===== config.mk =====
export PLATFORM = sky130hd
export DESIGN_NAME = mem_port_arbiter_flat
export DESIGN_NICKNAME = d
export VERILOG_FILES = /design/src/rtl/mem_arb_pkg.sv /design/src/rtl/mem_port_arbiter_if.sv /design/src/rtl/mem_arb_select.sv /design/src/rtl/mem_port_arbiter.sv /design/src/flat_wrapper.sv
export SDC_FILE = /design/constraint.sdc
export NUM_CORES = 1
export LEC_CHECK = 0
export CAP_MARGIN = 15
export CORE_AREA = 2 2 139 141
export CTS_BUF_LIST = sky130_fd_sc_hd__clkbuf_8 sky130_fd_sc_hd__clkbuf_16
export DETAILED_ROUTE_END_ITERATION = 7
export DIE_AREA = 0 0 141 143
export GPL_TIMING_DRIVEN = 0
export PLACE_DENSITY = 0.79
export SLEW_MARGIN = 20
export SYNTH_ARGS = -nofsm -noshare
export SYNTH_HDL_FRONTEND = slang
export SYNTH_SLANG_ARGS = --single-unit

===== constraint.sdc =====
create_clock -name clk -period 1.8 [get_ports clk]
set_clock_uncertainty 0.1 [all_clocks]
set_input_delay 0.45 -clock clk [delete_from_list [all_inputs] [get_ports clk]]
set_output_delay 0.45 -clock clk [all_outputs]
set_load 0.01 [all_outputs]

===== src/rtl/mem_arb_pkg.sv =====
// Shared types and widths for the memory port arbiter.
// Widths match the fetch stage's memory interface.
package mem_arb_pkg;

  localparam int MEM_ADDR_W = 9;
  localparam int MEM_DATA_W = 64;

  typedef enum logic [1:0] {
    IDLE,
    REQ,
    RESP
  } state_t;

  typedef enum logic {
    OWN_IF,
    OWN_DM
  } owner_t;

endpackage


===== src/rtl/mem_port_arbiter_if.sv =====
// Fetch, data and memory-side signals of the shared port.
// slave is the arbiter's view, master the environment's.
interface mem_port_arbiter_if
  import mem_arb_pkg::*;
#(
  parameter int ADDR_W = MEM_ADDR_W,
  parameter int DATA_W = MEM_DATA_W
);

  logic              if_req;
  logic [ADDR_W-1:0] if_addr;
  logic              if_gnt;
  logic              if_rvalid;
  logic [DATA_W-1:0] if_rdata;
  logic              flush;
  logic              dm_req;
  logic              dm_we;
  logic [ADDR_W-1:0] dm_addr;
  logic [DATA_W-1:0] dm_wdata;
  logic              dm_gnt;
  logic              dm_rvalid;
  logic [DATA_W-1:0] dm_rdata;
  logic              mem_req;
  logic              mem_we;
  logic [ADDR_W-1:0] mem_addr;
  logic [DATA_W-1:0] mem_wdata;
  logic              mem_ready;
  logic              mem_rvalid;
  logic [DATA_W-1:0] mem_rdata;

  modport slave (
    input  if_req, if_addr, flush,
    input  dm_req, dm_we, dm_addr, dm_wdata,
    input  mem_ready, mem_rvalid, mem_rdata,
    output if_gnt, if_rvalid, if_rdata,
    output dm_gnt, dm_rvalid, dm_rdata,
    output mem_req, mem_we, mem_addr, mem_wdata
  );

  modport master (
    output if_req, if_addr, flush,
    output dm_req, dm_we, dm_addr, dm_wdata,
    output mem_ready, mem_rvalid, mem_rdata,
    input  if_gnt, if_rvalid, if_rdata,
    input  dm_gnt, dm_rvalid, dm_rdata,
    input  mem_req, mem_we, mem_addr, mem_wdata
  );

endinterface


===== src/rtl/mem_arb_select.sv =====
// Priority select with a data-streak limit so a
// waiting fetch cannot be starved by the data stage.
module mem_arb_select #(
  parameter int MAX_DATA_STREAK = 4,
  parameter int STREAK_W        = 3
) (
  input  logic clk,
  input  logic rst,
  input  logic if_eff,
  input  logic dm_req,
  input  logic grant_en,
  output logic sel_if,
  output logic sel_dm
);

  localparam logic [STREAK_W-1:0] SAT =
    STREAK_W'(MAX_DATA_STREAK);

  logic [STREAK_W-1:0] streak_q;
  logic                sat;
  logic                pick_dm;

  assign sat     = (streak_q == SAT);
  assign pick_dm = dm_req & ~(if_eff & sat);
  assign sel_dm  = grant_en & pick_dm;
  assign sel_if  = grant_en & ~pick_dm & if_eff;

  // Count data grants taken while fetch is waiting
  always_ff @(posedge clk) begin
    if (!rst) begin
      streak_q <= '0;
    end else if (sel_dm & if_eff) begin
      streak_q <= sat ? streak_q : streak_q + 1'b1;
    end else if (sel_if | sel_dm) begin
      streak_q <= '0;
    end
  end

endmodule


===== src/rtl/mem_port_arbiter.sv =====
// Shares one memory port between fetch and data stage,
// one transaction at a time, dropping flushed fetches.
module mem_port_arbiter
  import mem_arb_pkg::*;
#(
  parameter int ADDR_W          = MEM_ADDR_W,
  parameter int DATA_W          = MEM_DATA_W,
  parameter int MAX_DATA_STREAK = 4,
  parameter int STREAK_W        = 3
) (
  input logic               clk,
  input logic               rst,
  mem_port_arbiter_if.slave bus
);

  state_t            state_q, state_d;
  owner_t            owner_q;
  logic              we_q;
  logic              drop_q;
  logic [ADDR_W-1:0] addr_q;
  logic [DATA_W-1:0] wdata_q;
  logic              if_rvalid_q, dm_rvalid_q;
  logic [DATA_W-1:0] if_rdata_q, dm_rdata_q;
  logic              if_eff, grant_en;
  logic              sel_if, sel_dm;
  logic              done, if_done, dm_done;

  assign if_eff   = bus.if_req & ~bus.flush;
  assign grant_en = rst & (state_q == IDLE);
  assign done     = (state_q == RESP) & bus.mem_rvalid;
  assign if_done  = done & (owner_q == OWN_IF)
                  & ~drop_q & ~bus.flush;
  assign dm_done  = done & (owner_q == OWN_DM);

  mem_arb_select #(
    .MAX_DATA_STREAK (MAX_DATA_STREAK),
    .STREAK_W        (STREAK_W)
  ) u_sel (
    .clk      (clk),
    .rst      (rst),
    .if_eff   (if_eff),
    .dm_req   (bus.dm_req),
    .grant_en (grant_en),
    .sel_if   (sel_if),
    .sel_dm   (sel_dm)
  );

  assign bus.if_gnt    = sel_if;
  assign bus.dm_gnt    = sel_dm;
  assign bus.mem_req   = (state_q == REQ);
  assign bus.mem_we    = we_q;
  assign bus.mem_addr  = addr_q;
  assign bus.mem_wdata = wdata_q;
  assign bus.if_rvalid = if_rvalid_q;
  assign bus.if_rdata  = if_rdata_q;
  assign bus.dm_rvalid = dm_rvalid_q;
  assign bus.dm_rdata  = dm_rdata_q;

  // State register
  always_ff @(posedge clk) begin
    if (!rst) state_q <= IDLE;
    else      state_q <= state_d;
  end

  // Next-state: grant, wait for accept, wait for response
  always_comb begin
    state_d = state_q;
    unique case (state_q)
      IDLE:    if (sel_if | sel_dm)  state_d = REQ;
      REQ:     if (bus.mem_ready)    state_d = RESP;
      RESP:    if (bus.mem_rvalid)   state_d = IDLE;
      default:                       state_d = IDLE;
    endcase
  end

  // Latch the granted request and track flushed fetches
  always_ff @(posedge clk) begin
    if (!rst) begin
      owner_q <= OWN_IF;
      we_q    <= 1'b0;
      addr_q  <= '0;
      wdata_q <= '0;
      drop_q  <= 1'b0;
    end else begin
      if (sel_if | sel_dm) begin
        owner_q <= sel_dm ? OWN_DM : OWN_IF;
        we_q    <= sel_dm & bus.dm_we;
        addr_q  <= sel_dm ? bus.dm_addr : bus.if_addr;
        wdata_q <= sel_dm ? bus.dm_wdata : '0;
      end
      if (done) begin
        drop_q <= 1'b0;
      end else if (bus.flush && owner_q == OWN_IF &&
                   state_q != IDLE) begin
        drop_q <= 1'b1;
      end
    end
  end

  // One-cycle response pulse to the owner
  always_ff @(posedge clk) begin
    if (!rst) begin
      if_rvalid_q <= 1'b0;
      if_rdata_q  <= '0;
      dm_rvalid_q <= 1'b0;
      dm_rdata_q  <= '0;
    end else begin
      if_rvalid_q <= if_done;
      if_rdata_q  <= if_done ? bus.mem_rdata : '0;
      dm_rvalid_q <= dm_done;
      dm_rdata_q  <= (dm_done & ~we_q) ? bus.mem_rdata : '0;
    end
  end

endmodule


===== src/flat_wrapper.sv =====
// flat-port wrapper written by rule: the top's interface ports become plain ports
module mem_port_arbiter_flat import mem_arb_pkg::*;
#(
  parameter int ADDR_W          = MEM_ADDR_W,
  parameter int DATA_W          = MEM_DATA_W,
  parameter int MAX_DATA_STREAK = 4,
  parameter int STREAK_W        = 3
)
  (clk, rst, bus_if_req, bus_if_addr, bus_flush, bus_dm_req, bus_dm_we, bus_dm_addr, bus_dm_wdata, bus_mem_ready, bus_mem_rvalid, bus_mem_rdata, bus_if_gnt, bus_if_rvalid, bus_if_rdata, bus_dm_gnt, bus_dm_rvalid, bus_dm_rdata, bus_mem_req, bus_mem_we, bus_mem_addr, bus_mem_wdata);
  mem_port_arbiter_if #(.ADDR_W(ADDR_W), .DATA_W(DATA_W)) bus_i ();
  input logic clk;
  input logic rst;
  input wire logic [$bits(bus_i.if_req)-1:0] bus_if_req;
  input wire logic [$bits(bus_i.if_addr)-1:0] bus_if_addr;
  input wire logic [$bits(bus_i.flush)-1:0] bus_flush;
  input wire logic [$bits(bus_i.dm_req)-1:0] bus_dm_req;
  input wire logic [$bits(bus_i.dm_we)-1:0] bus_dm_we;
  input wire logic [$bits(bus_i.dm_addr)-1:0] bus_dm_addr;
  input wire logic [$bits(bus_i.dm_wdata)-1:0] bus_dm_wdata;
  input wire logic [$bits(bus_i.mem_ready)-1:0] bus_mem_ready;
  input wire logic [$bits(bus_i.mem_rvalid)-1:0] bus_mem_rvalid;
  input wire logic [$bits(bus_i.mem_rdata)-1:0] bus_mem_rdata;
  output wire logic [$bits(bus_i.if_gnt)-1:0] bus_if_gnt;
  output wire logic [$bits(bus_i.if_rvalid)-1:0] bus_if_rvalid;
  output wire logic [$bits(bus_i.if_rdata)-1:0] bus_if_rdata;
  output wire logic [$bits(bus_i.dm_gnt)-1:0] bus_dm_gnt;
  output wire logic [$bits(bus_i.dm_rvalid)-1:0] bus_dm_rvalid;
  output wire logic [$bits(bus_i.dm_rdata)-1:0] bus_dm_rdata;
  output wire logic [$bits(bus_i.mem_req)-1:0] bus_mem_req;
  output wire logic [$bits(bus_i.mem_we)-1:0] bus_mem_we;
  output wire logic [$bits(bus_i.mem_addr)-1:0] bus_mem_addr;
  output wire logic [$bits(bus_i.mem_wdata)-1:0] bus_mem_wdata;
  assign bus_i.if_req = bus_if_req;
  assign bus_i.if_addr = bus_if_addr;
  assign bus_i.flush = bus_flush;
  assign bus_i.dm_req = bus_dm_req;
  assign bus_i.dm_we = bus_dm_we;
  assign bus_i.dm_addr = bus_dm_addr;
  assign bus_i.dm_wdata = bus_dm_wdata;
  assign bus_i.mem_ready = bus_mem_ready;
  assign bus_i.mem_rvalid = bus_mem_rvalid;
  assign bus_i.mem_rdata = bus_mem_rdata;
  assign bus_if_gnt = bus_i.if_gnt;
  assign bus_if_rvalid = bus_i.if_rvalid;
  assign bus_if_rdata = bus_i.if_rdata;
  assign bus_dm_gnt = bus_i.dm_gnt;
  assign bus_dm_rvalid = bus_i.dm_rvalid;
  assign bus_dm_rdata = bus_i.dm_rdata;
  assign bus_mem_req = bus_i.mem_req;
  assign bus_mem_we = bus_i.mem_we;
  assign bus_mem_addr = bus_i.mem_addr;
  assign bus_mem_wdata = bus_i.mem_wdata;
  mem_port_arbiter #(.ADDR_W(ADDR_W), .DATA_W(DATA_W), .MAX_DATA_STREAK(MAX_DATA_STREAK), .STREAK_W(STREAK_W)) u_core (.clk(clk), .rst(rst), .bus(bus_i));
endmodule

==> impl_metrics.env <==
export IMPL_p_sw_share_pct=22.15
export IMPL_routedWlPerCell_microns=17.43
export IMPL_drt_wl_total_microns=21250
export IMPL_max_slew_margin_pct=68.27
export IMPL_total_power_uw=10400
export IMPL_power_leakage_uw=0.005330
export IMPL_p_comb_share_pct=10.4
export IMPL_critPathLaunchType="primary input"
export IMPL_crit_type="primary input to output port"
export IMPL_syn_inst=573
export IMPL_syn_avg_cell_area_sq_um=11.41
export IMPL_final_nets=1125
export IMPL_core_sq_um=18580
export IMPL_worst_slew_pin_slew_ps=476.0
export IMPL_vias=5535
export IMPL_die_area_sq_um=20160
export IMPL_grt_antenna_before_repair=2
export IMPL_grt_start_max_net_pins=14
export IMPL_final_setup_worst_slack_ps=-368.8
export IMPL_synth_top_area_share_pct=64.61
export IMPL_final_cell_mix="dfxtp_1, dlygate4sd2_1, clkdlybuf4s50_1"
export IMPL_r2r_start="u_core.u_sel.streak_q[0]"
export IMPL_placed_area_sq_um=10430
export IMPL_area_growth_pct=72.59
export IMPL_syn_nets=729
export IMPL_synthTopCellsByArea="dfxtp_1, and2_1, a22oi_1, nor2b_1, mux2i_1"
export IMPL_max_freq_mhz=461.1
export IMPL_period_needed_ps=2169
export IMPL_firstDrtPassIters=4
export IMPL_synth_seq_cells=211
export IMPL_cts_tree="done"
export IMPL_met2_usage_pct=37.33
export IMPL_peakVddDrop_mv=0.9037
export IMPL_p_int_uw=8096
export IMPL_initial_core_util_pct=35.19
export IMPL_hold_violations=0
export IMPL_dpl_hpwl_microns=15600
export IMPL_cts_root_buffer="clkbuf_16"
export IMPL_met1_usage_pct=20.19
export IMPL_seq_area_frac_synth_pct=64.61
export IMPL_fin_area_sq_um=11280
export IMPL_min_period_over_period_pct=120.5
export IMPL_clockPowerShare_pct=43.0
export IMPL_netlist_area_sq_um=6538
export IMPL_ant_nets=0
export IMPL_fp_row_count=50
export IMPL_hold_buffers=0
export IMPL_min_path_type="flip-flop to flip-flop"
export IMPL_cp_arrival_ps=1620
export IMPL_io_pins=361
export IMPL_met3_usage_pct=8.149
export IMPL_drive_above_1_share_pct=11.38
export IMPL_startpoint="bus_flush"
export IMPL_grt_overflow=0
export IMPL_slew_violations=0
export IMPL_grt_use_total_pct=19.89
export IMPL_setup_violations=7
export IMPL_top_usage_layer="met2"
export IMPL_rsz0062_at_grt="true"
export IMPL_fillers=1561
export IMPL_die_x_microns=141
export IMPL_power_switching_uw=2303
export IMPL_grt_pass1_wl_microns=31110
export IMPL_grt_pass1_vias=5725
export IMPL_dp_slack_ps=-1189
export IMPL_yosysUniqueCellTypes=29
export IMPL_powerDensity_nw_per_um2=921.6
export IMPL_layout_commonest_cell="dfxtp_1"
export IMPL_cts_sinks=211
export IMPL_first_iter_violations=139
export IMPL_cts_buffer_depth=3
export IMPL_power_share_sequential_pct=46.7
export IMPL_gp_congestion=0.7616
export IMPL_violations="setup timing"
export IMPL_dieHeight_microns=143
export IMPL_yosysWarningCount=0
export IMPL_min_from="u_core.bus.mem_addr[3]"
export IMPL_numCtsBuffers=22
export IMPL_required_ps=1250
export IMPL_viasPerCell=4.541
export IMPL_drc=0
export IMPL_yosys_area_top_type="dfxtp_1"
export IMPL_clkLatencyLatePin_ps=500
export IMPL_portBuffers=360
export IMPL_whs_ps=356.9
export IMPL_status="finished with violations"
export IMPL_cp_end_kind="output port"
export IMPL_cts_htree_levels=1
export IMPL_cts_clk_slew_worst_paths_ps=60
export IMPL_maxCapViolations=0
export IMPL_path_max_fanout=4
-- path summary, 6_finish.rpt --
check                            end  slack [ps]  cells after the start
max                       bus_dm_gnt        -370                      5
min           u_core.bus.mem_addr[3]         360                      2
min reg2reg   u_core.bus.mem_addr[3]         360                      2
max reg2reg  u_core.bus.mem_wdata[9]          20                      9
-- state kept, by name (all words and copies together) (netlist names) --
signal,flops
u_core.bus.mem_wdata,64
u_core.bus.mem_we,1
u_core.bus.dm_rvalid,1
u_core.state_q,2
u_core.u_sel.streak_q,3
u_core.bus.mem_addr,9
u_core.bus.if_rvalid,1
u_core.owner_q,1
u_core.drop_q,1
u_core.bus.if_rdata,64
u_core.bus.dm_rdata,64
-- cells by family (layout without fill, tap and decap cells) --
kind of cell / Yosys count / in the layout / synth area share [%]
fa+ha+maj: 2 / 2 / 0.3827
buf+inv: 42 / 453 / 2.986
simple gates: 228 / 228 / 21.67
mux: 10 / 10 / 1.531
compound gates: 80 / 80 / 8.823
flops: 211 / 211 / 64.61
other cells: 0 / 1 / 0
-- power by group through the flow --
stage / logic [uW] / registers (uW) / clock network [uW]
floorplan: 311 / 5000 / 0
global placement: 1010 / 4950 / 0
detailed placement: 1030 / 4950 / 0
CTS: 1000 / 4850 / 4570
global route: 1160 / 4860 / 4760
finish: 1080 / 4850 / 4470
-- metal layers --
layer	up-vias	wire length, microns
met5	-	13
met4	2	590
met3	43	2089
met2	254	10810
met1	2541	7746
li1	2695	-
-- worst max-delay path: stages --
cell	delay (ps)
clkdlybuf4s50_1	480
nand4b_1	240
and3_4	200
buf_12	130
buf_6	110
-- cells in the mapped netlist --
master / number
a31o_2: 1
mux2i_1: 10
nand3b_1: 4
clkbuf_1: 21
a22oi_1: 67
o21ai_1: 10
nand2b_1: 1
buf_2: 9
nand3_1: 11
and3_1: 1
inv_1: 2
nor3_2: 1
nor2_1: 3
nor3b_2: 1
nor4_1: 1
dfxtp_1: 211
nand4b_1: 1
nand2_1: 4
and2_1: 128
ha_1: 2
nor3b_1: 1
clkbuf_2: 6
buf_6: 2
a21oi_1: 1
buf_1: 1
and4_1: 1
buf_4: 1
o211a_1: 1
nor2b_1: 70
-- per-stage QoR --
step | util [%] | setup TNS [ps] | cells
after floorplan | - | 0 | 573
after global placement | 56.15 | -152410 | 1167
after detailed placement | 56.15 | -150990 | 1167
after CTS | 59.58 | -875.1 | 1213
after global routing | 60.73 | -2447 | 1219
final | 60.73 | -695.9 | 1219
-- cell type report --
type / instances / area [sq um] / share of cell area (%)
sequential: 211 / 4234 / 37.53
timing repair buffer: 375 / 3496 / 30.98
multi-input combinational: 320 / 2255 / 19.98
clock buffer: 29 / 646.9 / 5.733
tap: 234 / 292.8 / 2.595
buffer: 37 / 266.5 / 2.362
clock inverter: 10 / 82.58 / 0.7319
inverter: 2 / 7.507 / 0.06653
antenna: 1 / 2.502 / 0.02218
-- what timing repair did --
item,4_1_cts,5_1_grt
resized for setup,247,69
endpoints found under the hold margin,0,0
pin swaps,5,6
endpoints found under the setup margin,400,171
cloned,0,2
buffers inserted,8,6
Note: power is estimated with default switching activity, not from simulation.
